$ cat src/rtl/voice_alloc.sv
// Polyphonic voice allocator: serial scan picks retrigger / lowest free / oldest voice.
// Optional damper pedal support is compiled in with `define SUSTAIN_EN.
module voice_alloc #(
  parameter int NVOICES = 6,
  parameter int NOTE_W  = 7
) (
  input  logic                      clk,
  input  logic                      rst,
`ifdef SUSTAIN_EN
  input  logic                      sustain,
`endif
  input  logic                      ev_valid,
  output logic                      ev_ready,
  input  logic                      ev_on,
  input  logic [NOTE_W-1:0]         ev_note,
  input  logic [NOTE_W-1:0]         ev_vel,
  output logic [NVOICES-1:0]        gate,
  output logic [NVOICES*NOTE_W-1:0] note_out,
  output logic                      steal
);

  localparam int IW = (NVOICES > 1) ? $clog2(NVOICES) : 1;

  typedef enum logic [1:0] {IDLE, SCAN, COMMIT, RETRIG} state_t;

  state_t                      state_reg;
  logic [IW-1:0]               idx_reg;
  logic                        on_reg;
  logic [NOTE_W-1:0]           ev_note_reg;
  logic                        match_found_reg, free_found_reg;
  logic [IW-1:0]               match_idx_reg, free_idx_reg, old_idx_reg, tgt_reg;
  logic [NVOICES-1:0]          voice_gate_reg;
  logic [NOTE_W-1:0]           voice_note_reg [NVOICES];
  logic [IW-1:0]               rank_reg [NVOICES];
  logic [NVOICES-1:0]          gate_out_reg;
  logic [NVOICES*NOTE_W-1:0]   note_out_reg;
  logic [NVOICES*NOTE_W-1:0]   note_flat;
  logic                        steal_reg;
  logic [IW-1:0]               tgt_idx;
`ifdef SUSTAIN_EN
  logic [NVOICES-1:0]          sus_reg;
  logic                        sustain_d_reg;
  logic                        release_pend_reg;

  // A pending pedal release owns the next IDLE cycle.
  assign ev_ready = (state_reg == IDLE) && !rst && !release_pend_reg;
`else
  assign ev_ready = (state_reg == IDLE) && !rst;
`endif

  genvar gi;
  generate
    for (gi = 0; gi < NVOICES; gi++) begin : g_flat
      assign note_flat[gi*NOTE_W +: NOTE_W] = voice_note_reg[gi];
    end
  endgenerate

  always_comb begin
    tgt_idx = old_idx_reg;
    if (match_found_reg)     tgt_idx = match_idx_reg;
    else if (free_found_reg) tgt_idx = free_idx_reg;
  end

  always_ff @(posedge clk) begin
    if (rst) begin
      state_reg       <= IDLE;
      idx_reg         <= '0;
      on_reg          <= 1'b0;
      ev_note_reg     <= '0;
      match_found_reg <= 1'b0;
      free_found_reg  <= 1'b0;
      match_idx_reg   <= '0;
      free_idx_reg    <= '0;
      old_idx_reg     <= '0;
      tgt_reg         <= '0;
      voice_gate_reg  <= '0;
      gate_out_reg    <= '0;
      note_out_reg    <= '0;
      steal_reg       <= 1'b0;
      for (int i = 0; i < NVOICES; i++) begin
        voice_note_reg[i] <= '0;
        rank_reg[i]       <= IW'(i);
      end
`ifdef SUSTAIN_EN
      sus_reg          <= '0;
      sustain_d_reg    <= 1'b0;
      release_pend_reg <= 1'b0;
`endif
    end else begin
      steal_reg    <= 1'b0;
      gate_out_reg <= voice_gate_reg;
      note_out_reg <= note_flat;
      case (state_reg)
        IDLE: begin
`ifdef SUSTAIN_EN
          if (release_pend_reg) begin
            voice_gate_reg   <= voice_gate_reg & ~sus_reg;
            gate_out_reg     <= voice_gate_reg & ~sus_reg;
            sus_reg          <= '0;
            release_pend_reg <= 1'b0;
          end else
`endif
          if (ev_valid && ev_ready) begin
            on_reg          <= ev_on && (ev_vel != '0);
            ev_note_reg     <= ev_note;
            match_found_reg <= 1'b0;
            free_found_reg  <= 1'b0;
            idx_reg         <= '0;
            state_reg       <= SCAN;
          end
        end
        SCAN: begin
          if (voice_gate_reg[idx_reg] && voice_note_reg[idx_reg] == ev_note_reg && !match_found_reg) begin
            match_found_reg <= 1'b1;
            match_idx_reg   <= idx_reg;
          end
          // Sustained voices keep gate high, so they are never seen as free.
          if (!voice_gate_reg[idx_reg] && !free_found_reg) begin
            free_found_reg <= 1'b1;
            free_idx_reg   <= idx_reg;
          end
          if (rank_reg[idx_reg] == IW'(NVOICES-1))
            old_idx_reg <= idx_reg;
          if (idx_reg == IW'(NVOICES-1)) state_reg <= COMMIT;
          else                           idx_reg   <= idx_reg + 1'b1;
        end
        COMMIT: begin
          state_reg <= IDLE;
          if (on_reg) begin
            voice_note_reg[tgt_idx] <= ev_note_reg;
            for (int i = 0; i < NVOICES; i++) begin
              if (IW'(i) == tgt_idx)                rank_reg[i] <= '0;
              else if (rank_reg[i] < rank_reg[tgt_idx]) rank_reg[i] <= rank_reg[i] + 1'b1;
            end
            steal_reg <= !match_found_reg && !free_found_reg;
`ifdef SUSTAIN_EN
            sus_reg[tgt_idx] <= 1'b0;
`endif
            // A held target drops for one cycle so the operator sees a fresh edge.
            if (voice_gate_reg[tgt_idx]) begin
              voice_gate_reg[tgt_idx] <= 1'b0;
              tgt_reg                 <= tgt_idx;
              state_reg               <= RETRIG;
            end else begin
              voice_gate_reg[tgt_idx] <= 1'b1;
            end
          end else if (match_found_reg) begin
`ifdef SUSTAIN_EN
            if (sustain) sus_reg[match_idx_reg]        <= 1'b1;
            else         voice_gate_reg[match_idx_reg] <= 1'b0;
`else
            voice_gate_reg[match_idx_reg] <= 1'b0;
`endif
          end
        end
        RETRIG: begin
          voice_gate_reg[tgt_reg] <= 1'b1;
          state_reg               <= IDLE;
        end
        default: state_reg <= IDLE;
      endcase
`ifdef SUSTAIN_EN
      sustain_d_reg <= sustain;
      if (sustain_d_reg && !sustain)
        release_pend_reg <= 1'b1;
`endif
    end
  end

  assign gate     = gate_out_reg;
  assign note_out = note_out_reg;
  assign steal    = steal_reg;

endmodule

$ cat config.mk
export PLATFORM = sky130hd
export DESIGN_NAME = voice_alloc
export DESIGN_NICKNAME = d
export VERILOG_FILES = /design/src/rtl/voice_alloc.sv
export SDC_FILE = /design/constraint.sdc
export NUM_CORES = 1
export LEC_CHECK = 0
export BUFFER_PORTS_ARGS = -buffer_cell sky130_fd_sc_hd__buf_2
export CAP_MARGIN = 20
export CORE_ASPECT_RATIO = 0.9
export CORE_UTILIZATION = 64
export DETAILED_ROUTE_END_ITERATION = 10
export PLACE_DENSITY = 0.85
export SYNTH_ARGS = -nofsm -noshare
export SYNTH_HDL_FRONTEND = slang
export SYNTH_SLANG_ARGS = --single-unit
$ cat constraint.sdc
create_clock -name clk -period 5.07 [get_ports clk]
set_input_delay 0.2535 -clock clk [delete_from_list [all_inputs] [get_ports clk]]
set_output_delay 0.2535 -clock clk [all_outputs]
set_load 0.03 [all_outputs]
==> metrics.md <==
| Metric | Value |
|---|---|
| Largest net degree at the start of global routing | 59 |
| Max-Cap Viols | 0 |
| Critical path cell sequence | mux2i_1 -> o21a_1 -> mux4_2 -> a21oi_1 -> ha_1 -> o31ai_2 -> a21oi_2 -> o41ai_1 |
| Slew headroom | 26.6% |
| Synth area leader | edfxtp_1 |
| Share of the synthesized area in the top cell type | 31.2% |
| Asr flop ratio synth | 0% |
| # diodes | 0 |
| Min Hold Slack | 0.0400 ns |
| Post-synthesis sequential area ratio | 55.1% |
| Setup TNS | 0 ns |
| Data required, critical path | 5.14 ns |
| Initial DRC Count | 609 |
| Worst skew pair latency | 0.44 ns |
| Setup Viol. Count Final | 0 |
| Initial core utilization | 65.8% |
| Clock Path Buffers | 2 |
| Top-count cell post-synth | dfxtp_1 |
| Post-CTS sizing | 0 |
| EDFF count, synth | 74 |
| CTS tree | built |
| Tcrit/Tclk final | 71.7% |
| Most frequent cells after synthesis | dfxtp_1 (85), nor2_1 (84), edfxtp_1 (74), nor2b_1 (46), inv_1 (28) |
| Post-Route WL | 17.3 mm |
| # nets final | 719 |
| H-tree depth | 4 |
| Hold buffer count at cts | 0 |
| Crit Path Category | flop to flop |
| Core area | 10800 um2 |
| DPL Wire Length | 11.3 mm |
| Ys Warns | 0 |
| Static leakage | 3.11 nW |
| First drt pass iteration count | 5 |
| Worst-path clk slew | 0.06 ns |
| Slowest cell on the critical path | mux4_2 |
| Final core occ | 74.7% |
| Die width | 113 um |
| IO buf count | 67 |
| Synth Cell Area | 7120 um2 |
| RePlAce Congestion | 0.911 |
| Status | finished clean |
| PnR Total Power | 0.00281 W |
| Clock Tree Root | clkbuf_16 |
| Ys flop type | dfxtp_1 |
| Worst Skew | 0.00754 ns |
| Setup crit end kind | flop |
| Max Fclk | 0.275 GHz |
| DRC Markers | 0 |
| Via count of the first global-routing pass | 5035 |
| CTS Sinks | 159 |
| Post-CTS Setup Inserts | 0 |
| Top-level I/O count | 68 |
| Worst EP arrival | 3.70 ns |
| Post-route antenna net violation count | 0 |
| Antenna violations before repair | 0 |
| Vias per cell | 6.41 |
| CP bufs+invs | 0 |
| Syn avg cell area | 11.3 um2 |
| # rows | 36 |
| Worst path top cell family by delay | compound AO/OA/AOI/OAI gates |
| Count of cell types in the netlist | 68 |
| Worst slew pin tran | 1.10 ns |
| Final Max Slew Viols | 0 |
| Max IR drop VDD | 309 uV |
| Cell Pwr Density | 348 nW/um2 |
| Full die area | 11500 um2 |
| Synth-to-Final Area Change | 13.4% |
| Fraction of layout cells with a size suffix above 1 | 20.4% |
| Final Hold Vio Count | 0 |
| First-pass GRT wire length | 26.2 mm |
| Synthesized net count | 661 |
| Vias | 5340 |
| Gr ovfl total | 0 |
| Cells after Synth | 629 |
| Maximum fanout along the worst path | 10 |
| WL per Instance | 20.8 um |
| RSZ-0062 raised after global routing | no |
| Slowest Stage Delay on Critical Path | 0.56 ns |
| Seq cells post-synth | 159 |
| HP Class | primary input to flop |
| CTS buffer count | 17 |
| Ranking of synthesized cells by area | edfxtp_1 (31%), dfxtp_1 (24%), mux4_2 (5.4%) |
| Gr usage total | 30.9% |
| Minimum clock period | 3.64 ns |
| Max FFs per register | 56 |
| Die Ht | 102 um |
| Critical path launch point type | flop |
## area by class of cell
type	count	area, um2
Timing Repair Buffer	74	388
Sequential cell	159	3920
Tap cell	133	166
Multi-Input combinational cell	407	2900
Inverter	28	105
Clock inverter	9	70.1
Clock buffer	23	520
Fill cell	681	2740
## power breakdown
group          internal (W)  switching (W)  total [W]
Clock              0.000729       0.000520    0.00125
Sequential          0.00137      0.0000247    0.00140
Combinational     0.0000608       0.000104   0.000164
Total               0.00216       0.000648    0.00281
## placed cells by master (no fill, tap or decap), types with 4 or more instances in the layout
cell	instances
o21ai_1	6
xor2_1	6
buf_2	67
o22ai_1	4
o311ai_0	4
nor3_1	12
mux4_2	17
mux2i_1	22
o31ai_1	6
nand3_1	12
buf_4	7
o21bai_1	5
a22o_1	8
nand2b_1	9
nor2b_1	46
dfxtp_1	85
a211oi_1	7
o211ai_1	6
nor2_1	84
o21ai_0	21
and3b_1	4
edfxtp_1	74
a21oi_1	12
clkbuf_16	19
inv_1	28
or2_2	5
nand2_1	27
a31oi_1	5
ha_1	14
o21a_1	6
xnor2_1	9
## final timing paths
check	from	endpoint	slack, ns	cells past startpoint
worst min-delay path	ev_note[4]	ev_note_reg[4]	0.04	2
worst max-delay path	free_found_reg	rank_reg[5][1]	1.43	8
worst max register to register	free_found_reg	rank_reg[5][1]	1.43	8
worst min register to register	voice_note_reg[3][6]	note_out[27]	0.48	1
## kinds of logic (layout without fill, tap and decap cells)
group | count (synthesis) | in the layout | share of synthesized area (%)
simple gates | 219 | 219 | 15.4
flops | 159 | 159 | 55.1
fa+ha+maj | 17 | 17 | 2.90
mux | 41 | 41 | 8.84
xor+xnor | 15 | 15 | 1.85
compound gates | 115 | 115 | 11.7
buf+inv | 63 | 134 | 4.17
## metrics by stage
step	area (um2)	worst slack, ns	cells
finish	8070	1.43	833
global route	8070	1.25	833
CTS	8070	1.49	833
detailed placement	7480	1.51	801
global placement	7480	1.64	801
floorplan	7120	2.05	629
## layer usage
| metal | wire [um] | global-route usage (%) | vias up | part of all wire (%) |
|---|---|---|---|---|
| met5 | 0 | 0 | - | 0 |
| met4 | 588 | 16.8 | 0 | 3.4 |
| met3 | 1700 | 7.59 | 66 | 9.8 |
| met2 | 8350 | 49.9 | 348 | 48 |
| met1 | 6660 | 38.8 | 2546 | 39 |
| li1 | - | - | 2380 | - |
Note: power is estimated with default switching activity, not from simulation.
